`config.mk`:
```
export PLATFORM = sky130hd
export DESIGN_NAME = pc_unit
export DESIGN_NICKNAME = d
export VERILOG_FILES = /design/src/rtl/pc_unit_pkg.sv /design/src/rtl/pc_ras.sv /design/src/rtl/pc_unit.sv
export SDC_FILE = /design/constraint.sdc
export NUM_CORES = 1
export LEC_CHECK = 0
export CORE_MARGIN = 2
export CORE_UTILIZATION = 40
export CTS_CLUSTER_DIAMETER = 30
export DETAILED_ROUTE_END_ITERATION = 10
export SLEW_MARGIN = 10
export SYNTH_ARGS = -nofsm -noshare
export SYNTH_HDL_FRONTEND = slang
export SYNTH_SLANG_ARGS = --single-unit
```
`constraint.sdc`:
```
create_clock -name i_clk -period 7.93 [get_ports i_clk]
set_clock_uncertainty 0.2 [all_clocks]
set_input_delay 1.586 -clock i_clk [delete_from_list [all_inputs] [get_ports i_clk]]
set_output_delay 1.586 -clock i_clk [all_outputs]
set_load 0.01 [all_outputs]
```
`src/rtl/pc_unit_pkg.sv`:
```
// pc_unit_pkg: next-PC operation codes and default vectors shared by the
// program-counter unit, its return-address stack and the testbench.
package pc_unit_pkg;

  // Next-PC operation codes driven by decode/control (3 bits).
  localparam logic [2:0] NPC_PLUS4  = 3'b000;
  localparam logic [2:0] NPC_BRANCH = 3'b001;
  localparam logic [2:0] NPC_JUMP   = 3'b010;
  localparam logic [2:0] NPC_JAL    = 3'b011;
  localparam logic [2:0] NPC_JR     = 3'b100;
  localparam logic [2:0] NPC_RET    = 3'b101;

  // Default reset vector and misaligned-indirect-jump redirect target.
  localparam logic [31:0] DEF_RESET_PC   = 32'h0000_0000;
  localparam logic [31:0] DEF_EXC_VECTOR = 32'h0000_4180;

endpackage

```
`src/rtl/pc_ras.sv`:
```
// pc_ras: circular return-address stack. r_ptr addresses the next slot to
// write, so the top entry lives at r_ptr-1. A push when full lands on the
// oldest entry (which is exactly the slot at r_ptr) and the count saturates.
// Push wins if push and pop are both requested; i_hold freezes everything.
module pc_ras #(
  parameter int WIDTH     = 32,
  parameter int RAS_DEPTH = 4
) (
  input  logic                         clk,
  input  logic                         rst,
  input  logic                         i_hold,
  input  logic                         i_push,
  input  logic                         i_pop,
  input  logic [WIDTH-1:0]             i_push_data,
  output logic [WIDTH-1:0]             o_top,
  output logic [$clog2(RAS_DEPTH):0]   o_count
);

  localparam int PW = $clog2(RAS_DEPTH);
  localparam int CW = PW + 1;
  localparam logic [CW-1:0] FULL = CW'(RAS_DEPTH);

  logic [WIDTH-1:0] r_mem [RAS_DEPTH];
  logic [PW-1:0]    r_ptr;
  logic [CW-1:0]    r_count;
  logic [PW-1:0]    w_top_idx;
  logic             w_do_push;
  logic             w_do_pop;

  assign w_do_push = i_push && !i_hold;
  assign w_do_pop  = i_pop && !i_hold && !i_push && (r_count != '0);
  assign w_top_idx = r_ptr - PW'(1);
  assign o_top     = r_mem[w_top_idx];
  assign o_count   = r_count;

  // Pointer and occupancy: reset clears, push advances/saturates, pop retreats.
  always_ff @(posedge clk) begin
    if (rst) begin
      r_ptr   <= '0;
      r_count <= '0;
    end else if (w_do_push) begin
      r_ptr   <= r_ptr + PW'(1);
      r_count <= (r_count == FULL) ? FULL : r_count + CW'(1);
    end else if (w_do_pop) begin
      r_ptr   <= r_ptr - PW'(1);
      r_count <= r_count - CW'(1);
    end
  end

  // Entry storage: written only on a committed push, contents need no reset.
  always_ff @(posedge clk) begin
    if (!rst && w_do_push) begin
      r_mem[r_ptr] <= i_push_data;
    end
  end

endmodule

```
`src/rtl/pc_unit.sv`:
```
// pc_unit: architectural PC register plus next-PC selection for the fetch
// stage. npc is combinational and commits at the next edge unless stalled.
// JAL pushes pc+4 onto the return-address stack; RET pops it, or falls back
// to rs_data with a one-cycle ras_miss pulse when the stack is empty.
// Optional build macro PC_ALIGN_CHK_EN: JR and RET-fallback targets with
// nonzero low bits are redirected to EXC_VECTOR and raise a one-cycle
// align_err pulse. EXC_VECTOR exists only in that build.
module pc_unit
  import pc_unit_pkg::*;
#(
  parameter int          WIDTH     = 32,
  parameter logic [31:0] RESET_PC  = DEF_RESET_PC,
  parameter int          RAS_DEPTH = 4
`ifdef PC_ALIGN_CHK_EN
  ,
  parameter logic [31:0] EXC_VECTOR = DEF_EXC_VECTOR
`endif
) (
  input  logic                       i_clk,
  input  logic                       i_rst,
  input  logic                       i_stall,
  input  logic [2:0]                 i_npc_op,
  input  logic [25:0]                i_imm,
  input  logic [WIDTH-1:0]           i_rs_data,
  output logic [WIDTH-1:0]           o_pc,
  output logic [WIDTH-1:0]           o_pc_plus4,
  output logic [WIDTH-1:0]           o_npc,
  output logic [$clog2(RAS_DEPTH):0] o_ras_count,
  output logic                       o_ras_miss,
  output logic                       o_align_err
);

  localparam int CW = $clog2(RAS_DEPTH) + 1;
  // Low 28 bits are replaced by {index, 2'b00} on a jump.
  localparam logic [WIDTH-1:0] LO28_MASK = WIDTH'(28'hFFF_FFFF);

  logic [WIDTH-1:0] r_pc;
  logic             r_ras_miss;
  logic [WIDTH-1:0] w_pc_plus4;
  logic [WIDTH-1:0] w_branch_off;
  logic [WIDTH-1:0] w_jump_tgt;
  logic [WIDTH-1:0] w_ras_top;
  logic [CW-1:0]    w_ras_count;
  logic             w_ras_empty;
  logic             w_push;
  logic             w_pop;
  logic             w_ret_miss;
  logic [WIDTH-1:0] w_npc;

  assign w_pc_plus4   = r_pc + WIDTH'(4);
  assign w_branch_off = {{(WIDTH-18){i_imm[15]}}, i_imm[15:0], 2'b00};
  assign w_jump_tgt   = (w_pc_plus4 & ~LO28_MASK) | WIDTH'({i_imm, 2'b00});
  assign w_ras_empty  = (w_ras_count == '0);

  // Target mux: raw next PC and the stack operation implied by the op.
  always_comb begin
    w_npc      = w_pc_plus4;
    w_push     = 1'b0;
    w_pop      = 1'b0;
    w_ret_miss = 1'b0;
    case (i_npc_op)
      NPC_BRANCH: w_npc = w_pc_plus4 + w_branch_off;
      NPC_JUMP:   w_npc = w_jump_tgt;
      NPC_JAL: begin
        w_npc  = w_jump_tgt;
        w_push = 1'b1;
      end
      NPC_JR:     w_npc = i_rs_data;
      NPC_RET: begin
        if (!w_ras_empty) begin
          w_npc = w_ras_top;
          w_pop = 1'b1;
        end else begin
          w_npc      = i_rs_data;
          w_ret_miss = 1'b1;
        end
      end
      default:    w_npc = w_pc_plus4;
    endcase
  end

`ifdef PC_ALIGN_CHK_EN
  logic w_misalign;
  logic r_align_err;

  // Only register-sourced targets are checked; a RAS hit is trusted.
  assign w_misalign  = ((i_npc_op == NPC_JR) || w_ret_miss) && (i_rs_data[1:0] != 2'b00);
  assign o_npc       = w_misalign ? WIDTH'(EXC_VECTOR) : w_npc;
  assign o_align_err = r_align_err;

  // Alignment error pulse: one cycle after a committed misaligned jump.
  always_ff @(posedge i_clk) begin
    if (i_rst || i_stall) begin
      r_align_err <= 1'b0;
    end else begin
      r_align_err <= w_misalign;
    end
  end
`else
  assign o_npc       = w_npc;
  assign o_align_err = 1'b0;
`endif

  // PC register: reset has priority, stall holds, otherwise commit npc.
  always_ff @(posedge i_clk) begin
    if (i_rst) begin
      r_pc <= WIDTH'(RESET_PC);
    end else if (!i_stall) begin
      r_pc <= o_npc;
    end
  end

  // RAS miss pulse: one cycle after a committed RET on an empty stack.
  always_ff @(posedge i_clk) begin
    if (i_rst || i_stall) begin
      r_ras_miss <= 1'b0;
    end else begin
      r_ras_miss <= w_ret_miss;
    end
  end

  pc_ras #(
    .WIDTH     (WIDTH),
    .RAS_DEPTH (RAS_DEPTH)
  ) u_ras (
    .clk         (i_clk),
    .rst         (i_rst),
    .i_hold      (i_stall),
    .i_push      (w_push),
    .i_pop       (w_pop),
    .i_push_data (w_pc_plus4),
    .o_top       (w_ras_top),
    .o_count     (w_ras_count)
  );

  assign o_pc        = r_pc;
  assign o_pc_plus4  = w_pc_plus4;
  assign o_ras_count = w_ras_count;
  assign o_ras_miss  = r_ras_miss;

endmodule

```
# Word-level counts from Yosys, hierarchy flattened
# Memory sizes are Yosys's and may differ from the RTL's.
# Index checks and enable logic that the tools add are counted.
# classes
n_eq_ne,6
addsub,6
n_reduce_logical,14
bitwise,2
mux,13
# op_table
operator,count
$pmux 32 s4,1
$add 32x3->32 const B,1
$add 32x32->32,1
$mux 32,1
$or 32x28->32,1
$eq 3x3->1 const B,3
$mux 3,3
$eq 3x2->1 const B,2
$mux 1,6
$logic_and 1x1->1,5
$mux 2,2
$reduce_or 2->1,2
$add 3x1->3 const B,1
$eq 3x1->1 const B,1
$logic_not 1->1,3
$logic_not 3->1,1
$reduce_bool 3->1,1
$sub 3x1->3 const B,1
$add 2x1->2 const B,1
$reduce_bool 2->1,1
$sub 2x1->2 const B,1
$logic_or 1x1->1,1
$not 1->1,1
# word_totals
input_bits,64
ff_bits,38
elab_cells,46
ramBits,128
output_inout_bits,101
memories,1
# mem_list
memory,words,width,rd,rd_ports_with_merged_regs,wr,line,rtl
u_ras.r_mem,4,32,1,0,1,pc_ras.sv:23,logic [WIDTH-1:0] r_mem [RAS_DEPTH];

# Longest topological paths before layout
# Gate-level depths: netlist of the first run.
# depth
word_depth,8
depth_mapped,17

# Cells and area by module
# From an unflattened synthesis of the first run, not the netlist that was laid out.
# unflattened
cells_unflattened,864
area_unflattened_um2,9633.0
# modules_own_cells
mod,cells_per_inst,area_per_inst_um2,n_inst
pc_ras,219,5083.6,1
pc_unit,645,4549.4,1

# Least setup slack after synthesis of the first run
# OpenSTA, ideal clock, no wires.
# synth_timing
path_type,register -> output
start,"register r_pc[2], in the netlist o_pc[2]"
end,output port o_npc[29]
path_slack_ps,2361
path_buffers,0
path_stages_with_launch,15
arrival_ps,3783
cell_sequence,dfxtp_1 > ha_1 > nand2_1 > nor3_1 > nand2_1 > xnor2_1 > ha_1 > nand2_2 > or4_1 > a211oi_2 > o21ai_2 > a31o_1 > a21oi_1 > mux2_2 > and2_1
# synth_between
elab_chain_cells,3
# synth_rtl
item,line,rtl
from (decl),pc_unit.sv:37,logic [WIDTH-1:0] r_pc;
from (signal assigned),pc_unit.sv:107,r_pc <= WIDTH'(RESET_PC);
from (signal assigned),pc_unit.sv:109,r_pc <= o_npc;
$add 32x3->32,pc_unit.sv:50,assign w_pc_plus4 = r_pc + WIDTH'(4);
named net o_pc_plus4[16],pc_unit.sv:26,"output logic [WIDTH-1:0] o_pc_plus4,"
$add 32x32->32,pc_unit.sv:62,NPC_BRANCH: w_npc = w_pc_plus4 + w_branch_off;
$pmux 32 s4,pc_unit.sv:61,case (i_npc_op)
to (decl),pc_unit.sv:27,"output logic [WIDTH-1:0] o_npc,"
# The timed path passes the listed nets, and every way through them passes these cells.

# Final worst setup path of the first run
# layout_timing
start,"register r_pc[9], in the netlist o_pc[9]"
end,output port o_npc[28]
# layout_between
elab_chain_cells,3
# layout_rtl
item,line
$add 32x3->32 *,pc_unit.sv:50
$add 32x32->32 / $or 32x28->32 (equally long branches),"pc_unit.sv:62, pc_unit.sv:52"
$pmux 32 s4 *,pc_unit.sv:61
# Mark *: on every way between the ends. The rest lies on a longest branch, timed or not.

==> results of run 1 <==
==> cells by family (layout without fill, tap and decap cells) <==
group	count (synthesis)	in the layout	synth area share (%)
XOR/XNOR	42	42	3.73
flip-flops	166	166	46.7
other	1	1	0.0380
multiplexers	57	57	9.93
adder cells (fa/ha/maj)	43	43	5.53
AO/OA/AOI/OAI	235	235	16.3
AND/OR/NAND/NOR	297	297	14.4
buffers and inverters	84	253	3.39
==> where the power goes <==
| part | switching, uW | leakage (uW) | internal (uW) |
|---|---|---|---|
| Clock | 367 | 0.000294 | 510 |
| Sequential | 22.2 | 0.00149 | 957 |
| Combinational | 283 | 0.00282 | 238 |
| Total | 672 | 0.00460 | 1710 |
==> cell type report <==
| cell class | count | area (sq um) |
|---|---|---|
| inverter | 31 | 116 |
| timing repair buffer | 190 | 1830 |
| tap | 324 | 405 |
| clock inverter | 12 | 165 |
| fill | 2235 | 11800 |
| sequential | 166 | 4610 |
| clock buffer | 20 | 447 |
| multi-input combinational | 675 | 4930 |
==> stage by stage <==
stage | worst slack [ns] | area (sq um) | power [uW]
3_3_place_gp | 0.939 | 11900 | 1510
5_1_grt | 0.258 | 12500 | 2460
3_5_place_dp | 0.931 | 11900 | 1510
4_1_cts | 0.751 | 12500 | 2390
6_report | 0.771 | 12500 | 2380
2_1_floorplan | 2.36 | 9870 | 1280
==> routing by layer <==
metal	wire length [um]	up-vias
li1	-	3818
met1	14900	3983
met2	15000	334
met3	2100	47
met4	753	0
met5	0	-
==> flip-flops by register name, indices dropped and copies added (netlist names) <==
name and count:
o_pc 32, o_ras_miss 1, u_ras.o_count 3, u_ras.r_mem 128, u_ras.r_ptr 2
==> worst min-delay path: stages (launching register included) <==
cell,delay (ns)
sky130_fd_sc_hd__dfxtp_1,0.35
sky130_fd_sc_hd__nand2_1,0.08
sky130_fd_sc_hd__a21oi_1,0.05
==> worst max path at each step <==
stage                         start   endpoint  slack [ns]  cells after the start
final                       o_pc[9]  o_npc[28]        0.77                     14
after global routing        o_pc[9]  o_npc[28]        0.26                     13
after CTS                   o_pc[8]  o_npc[28]        0.75                     14
after detailed placement  i_imm[15]  o_npc[29]        0.93                     11
after global placement    i_imm[15]  o_npc[27]        0.94                     11
after floorplan             o_pc[2]  o_npc[29]        2.36                     14
==> layout by cell type (no fill, tap or decap), types with 14 or more instances in the layout <==
cell / count
sky130_fd_sc_hd__a21oi_1: 69
sky130_fd_sc_hd__and3_1: 18
sky130_fd_sc_hd__clkbuf_16: 17
sky130_fd_sc_hd__edfxtp_1: 128
sky130_fd_sc_hd__o21ai_0: 31
sky130_fd_sc_hd__xor2_1: 16
sky130_fd_sc_hd__a21o_1: 14
sky130_fd_sc_hd__nand3_1: 19
sky130_fd_sc_hd__nand2_1: 101
sky130_fd_sc_hd__xnor2_1: 26
sky130_fd_sc_hd__buf_4: 27
sky130_fd_sc_hd__mux2i_1: 18
sky130_fd_sc_hd__dfxtp_1: 37
sky130_fd_sc_hd__nand2b_1: 15
sky130_fd_sc_hd__clkdlybuf4s50_1: 162
sky130_fd_sc_hd__nand4_1: 16
sky130_fd_sc_hd__inv_1: 30
sky130_fd_sc_hd__ha_1: 42
sky130_fd_sc_hd__nor2_1: 70
sky130_fd_sc_hd__mux4_2: 32
==> run summary, run 1 <==
Number of clock buffers inserted by TritonCTS -> 17
Number of buffers and inverters on the critical path -> 1
Crit path capture type -> output port
Worst Path Class, Setup -> flip-flop to output port
Cell count after placement -> 1,386
Final critical delay including setup and external delays -> 7.16 ns
Global routing met1 resource utilization -> 36.7%
Average routed wire per standard cell -> 23.1 um
Peak supply drop -> 0.112 mV
Total power density per cell area -> 190 mW/mm^2
Number of optimization iterations in the first detailed-route pass -> 8
Via count of the first global-routing pass -> 7,885
Depth of the worst register-to-register path -> 14
GR met2 Demand/Resource -> 40.3%
Critical R2R Launch -> o_pc[9]
Post-layout net count -> 1,188
Final GP Congestion -> 0.878
Reg clk slew, reported paths -> 0.07 ns
Leak Pwr -> 0.00460 uW
Mapped Area -> 0.00987 sq mm
Count of final setup violators -> 0
Max-Cap Viols -> 0
Skew-Pair Late Insertion Delay -> 0.44 ns
Clock tree sinks -> 166
DR iter-0 viols -> 834
Count of hold buffers inserted by post-cts repair -> 0
Cell family with most CP delay -> compound AO/OA/AOI/OAI gates
CP dominant cell by count -> sky130_fd_sc_hd__a21o_1
Worst hold endpoint -> o_pc[26]
GRT Residual Overflow -> 0
Max stage delay cell, worst path -> sky130_fd_sc_hd__clkdlybuf4s50_1
Ordered cell list for the critical path -> and4_1 > and4_1 > nand3_1 > nor2_1 > xor2_1 > ha_1 > a21o_1 > a21o_1 > a21o_1 > a221o_1 > a21oi_1 > xor2_1 > o221ai_1 > clkdlybuf4s50_1
Post-layout util -> 51.5%
Clock tree root buffer cell -> sky130_fd_sc_hd__clkbuf_16
Share of cells above drive strength 1 -> 10.1%
Worst Setup Start Kind -> flip-flop
Number of cells upsized or downsized after cts -> 0
DP HPWL -> 23,400 um
Syn-to-layout area delta -> 26.7%
Worst path max stage delay -> 0.63 ns
R2R Setup Slk -> 3.10 ns
H-Tree Depth -> 4
Critical R2R Capture -> o_pc[28]
Width of the chip -> 161 um
Initial Utilization -> 40.7%
DRC viols -> 0
Number of placement rows -> 57
Die footprint -> 0.0259 sq mm
Post-synth top area share -> 39.0%
Post-Synthesis Mean Instance Area -> 10.7 sq um
Worst-case headroom to the max-slew limit -> 28.4%
First-pass GRT wire length -> 49,300 um
Number of flops mapped to enable cells by yosys -> 128
Flop and latch count out of synthesis -> 166
Overall global routing resource usage -> 25.5%
Ys async rst share -> 0%
Core area -> 0.0242 sq mm
Cell types occupying the most area after synthesis -> sky130_fd_sc_hd__edfxtp_1, sky130_fd_sc_hd__dfxtp_1, sky130_fd_sc_hd__mux4_2
Primary FF master, synth -> sky130_fd_sc_hd__edfxtp_1
Non-filler instance count after layout -> 1,418
Sum of routed wire length over all layers -> 32,700 um
Transition time of the tightest slew-check pin -> 1.07 ns
Vias/cell -> 5.77
Synthesized netlist cell count -> 925
Cell type with the highest aggregate area in the netlist -> sky130_fd_sc_hd__edfxtp_1
Antenna fix cells -> 0
Post-synth top cells -> sky130_fd_sc_hd__edfxtp_1, sky130_fd_sc_hd__nand2_1, sky130_fd_sc_hd__nor2_1
Most Crowded Layer GR -> met2
I/O pin cnt -> 165
Final worst hold slack -> 0.329 ns
Data arrival time of the critical path -> 5.37 ns
Post-synthesis cell type count -> 73
Cell count of the worst hold path -> 2
Number of pins exceeding their max-slew limit in the final report -> 0
Critical Path RT -> 6.14 ns
Largest net degree at the start of global routing -> 38
Part of the Yosys area used for sequential elements -> 46.7%
TritonCTS clock tree -> yes
Setup repair bufs after CTS -> 0
Count of endpoints failing hold in the final timing report -> 0
Highest fanout seen on the critical path -> 9
Maximum frequency from static timing analysis -> 140 MHz
Y dimension of the die -> 161 um
Total number of yosys warnings -> 0
Net count of the mapped netlist -> 1,032
Number of antenna violations at the first check in global routing -> 1
Met3 Use GR -> 3.57%
Number of I/O port buffers -> 163
Final Cycle Share -> 90.3%
Worst Hold Class -> flip-flop to flip-flop
Most numerous cell in the Yosys netlist -> sky130_fd_sc_hd__edfxtp_1
Run status -> finished, final reports clean
Maximum number of buffers from clock root to sink -> 2
Antenna violation net count after detailed routing -> 0
Via count -> 8,182
Worst hold path startpoint -> o_pc[26]
Setup TNS -> 0 ns
RSZ-0062 raised after global routing -> no
(Power assumes the default switching activity.)
==> inputs of run 2 (changes only) <==
--- a/config.mk
+++ b/config.mk
@@ -8,4 +8,5 @@
 export CORE_MARGIN = 2
 export CORE_UTILIZATION = 40
+export CTS_BUF_LIST = sky130_fd_sc_hd__clkbuf_8
 export CTS_CLUSTER_DIAMETER = 30
 export DETAILED_ROUTE_END_ITERATION = 10
==> constraint.sdc (replaced) <==
create_clock -name i_clk -period 7.93 [get_ports i_clk]
set_clock_uncertainty 0.2 [all_clocks]
set_input_delay 1.1895 -clock i_clk [delete_from_list [all_inputs] [get_ports i_clk]]
set_output_delay 1.1895 -clock i_clk [all_outputs]
set_load 0.01 [all_outputs]
==> run summary, run 2 (synthesis results as in run 1) <==
Final GP Congestion -> 0.943 (+7.4%)
Final Worst Setup Slack -> 1.04 ns (+0.266 ns)
First-pass GRT wire length -> 49,100 um (-0.50%)
Dpl ws -> 1.36 ns (+0.425 ns)
Highest fanout seen on the critical path -> 8 (-1)
Average routed wire per standard cell -> 22.9 um (-0.98%)
Via count -> 8,234 (+0.64%)
Clock tree sinks -> 166 (unchanged)
TritonCTS clock tree -> yes
Y dimension of the die -> 161 um (unchanged)
Final Cycle Share -> 86.9% (-3.3 points)
DRC viols -> 0 (unchanged)
Post-layout util -> 50.6% (-0.91 points)
Peak supply drop -> 0.0922 mV (-18%)
Syn-to-layout area delta -> 24.4%
Setup TNS -> 0 ns (unchanged)
Number of I/O port buffers -> 163 (unchanged)
Count of endpoints failing hold in the final timing report -> 0 (unchanged)
Initial Utilization -> 40.7% (unchanged)
Share of cells above drive strength 1 -> 9.64% (-0.41 points)
RSZ-0062 raised after global routing -> no
Number of pins exceeding their max-slew limit in the final report -> 0 (unchanged)
Leading cell type in the layout, fill and taps excluded -> sky130_fd_sc_hd__clkdlybuf4s50_1
Count of final setup violators -> 0 (unchanged)
Vias/cell -> 5.83 (+0.99%)
Number of antenna violations at the first check in global routing -> 0 (-1)
Count of hold buffers inserted by post-cts repair -> 0 (unchanged)
Clock tree root buffer cell -> sky130_fd_sc_hd__clkbuf_8
DR iter-0 viols -> 837 (+0.36%)
H-Tree Depth -> 4 (unchanged)
Data arrival time of the critical path -> 5.50 ns (+0.13 ns)
Final critical delay including setup and external delays -> 6.89 ns (-0.266 ns)
Reg clk slew, reported paths -> 0.10 ns (+0.03 ns)
Flip-flop count of the largest register after layout -> 128 (unchanged)
Total power density per cell area -> 177 mW/mm^2 (-7.1%)
Max-Cap Viols -> 0 (unchanged)
Reg with most FFs -> u_ras.r_mem
Sum of routed wire length over all layers -> 32,300 um (-1.3%)
R2R Setup Slk -> 3.02 ns (-0.08 ns)
Worst Path Class, Setup -> flip-flop to output port
Number of cells upsized or downsized after cts -> 0 (unchanged)
Maximum number of buffers from clock root to sink -> 2 (unchanged)
Non-filler instance count after layout -> 1,413 (-0.35%)
Critical Path RT -> 6.54 ns (+0.40 ns)
Width of the chip -> 161 um (unchanged)
Leak Pwr -> 0.00450 uW (-2.2%)
Overall global routing resource usage -> 25.1% (-0.37 points)
Number of optimization iterations in the first detailed-route pass -> 5 (-3)
Maximum frequency from static timing analysis -> 145 MHz (+3.9%)
Antenna violation net count after detailed routing -> 0 (unchanged)
Core area -> 0.0242 sq mm (unchanged)
Setup repair bufs after CTS -> 0 (unchanged)
Final worst hold slack -> 0.318 ns (-0.0104 ns)
Top library cells by usage in the layout, fill and taps aside -> sky130_fd_sc_hd__clkdlybuf4s50_1, sky130_fd_sc_hd__edfxtp_1, sky130_fd_sc_hd__nand2_1
Die footprint -> 0.0259 sq mm (unchanged)
DP HPWL -> 23,100 um (-0.98%)
Largest net degree at the start of global routing -> 55 (+45%)
I/O pin cnt -> 165 (unchanged)
Number of placement rows -> 57 (unchanged)
Cell count after placement -> 1,381 (-0.36%)
Transition time of the tightest slew-check pin -> 1.21 ns (+0.143 ns)
Worst-case headroom to the max-slew limit -> 19.1% (-9.3 points)
GRT Residual Overflow -> 0 (unchanged)
Worst Setup Start Kind -> flip-flop
Worst Hold Class -> flip-flop to flip-flop
Number of clock buffers inserted by TritonCTS -> 17 (unchanged)
Run status -> finished, final reports clean
Skew-Pair Late Insertion Delay -> 0.47 ns (+0.03 ns)
Post-layout net count -> 1,183 (-0.42%)
Via count of the first global-routing pass -> 7,965 (+1.0%)
Crit path capture type -> output port
Antenna fix cells -> 0 (unchanged)
==> run 2: cell types whose count changed in the layout (fill, tap and decap cells not counted), sizes merged <==
cell / change
buf: -5
clkbuf: -3
clkinv: +2
inv: +2
clkinvlp: -1
==> run 2: area by class of cell <==
cell class / count / area (sq um)
Clock buffer: 17 / 234
Sequential cell: 166 / 4610
Tap cell: 324 / 405
Multi-Input combinational cell: 675 / 4930
Timing Repair Buffer: 185 / 1790
Inverter: 31 / 116
Fill cell: 2223 / 12000
Clock inverter: 15 / 194
==> run 2: final timing paths <==
check	startpoint	endpoint	cells past startpoint
min	o_pc[26]	o_pc[26]	2
min reg2reg	o_pc[26]	o_pc[26]	2
max	o_pc[8]	o_npc[28]	14
max reg2reg	o_pc[8]	o_pc[28]	14
==> run 2: per-stage QoR <==
step / total power [uW] / instance area (sq um)
after floorplan: 1280 / 9870
after global placement: 1510 / 11800
final: 2170 / 12300
after CTS: 2170 / 12300
after detailed placement: 1510 / 11800
after global routing: 2260 / 12300
==> run 2: worst max-delay path, stage by stage (launching register included) <==
cell and delay (ns):
sky130_fd_sc_hd__dfxtp_1 0.48, sky130_fd_sc_hd__nand4_1 0.29, sky130_fd_sc_hd__nor3_1 0.42, sky130_fd_sc_hd__buf_4 0.27, sky130_fd_sc_hd__nand2_1 0.08, sky130_fd_sc_hd__xnor2_1 0.56
sky130_fd_sc_hd__ha_1 0.44, sky130_fd_sc_hd__nand2_2 0.13, sky130_fd_sc_hd__o21ai_0 0.14, sky130_fd_sc_hd__a2111oi_0 0.56, sky130_fd_sc_hd__a211oi_1 0.22, sky130_fd_sc_hd__a21oi_1 0.33
sky130_fd_sc_hd__xor2_1 0.12, sky130_fd_sc_hd__o221ai_1 0.36, sky130_fd_sc_hd__clkdlybuf4s50_1 0.63
==> run 2: power breakdown <==
| group | total [uW] | internal, uW | leakage [uW] | switching (uW) |
|---|---|---|---|---|
| Clock | 673 | 321 | 0.000217 | 352 |
| Combinational | 518 | 236 | 0.00279 | 282 |
| Sequential | 978 | 956 | 0.00149 | 22.1 |
==> run 2: routing by layer <==
metal / global-route usage, % / part of all wire, % / vias to the layer above
li1: - / - / 3821
met1: 35.2 / 44 / 4038
met2: 40.1 / 46 / 339
met3: 5.08 / 7.3 / 36
met4: 6.33 / 1.9 / 0
met5: 0 / 0 / -
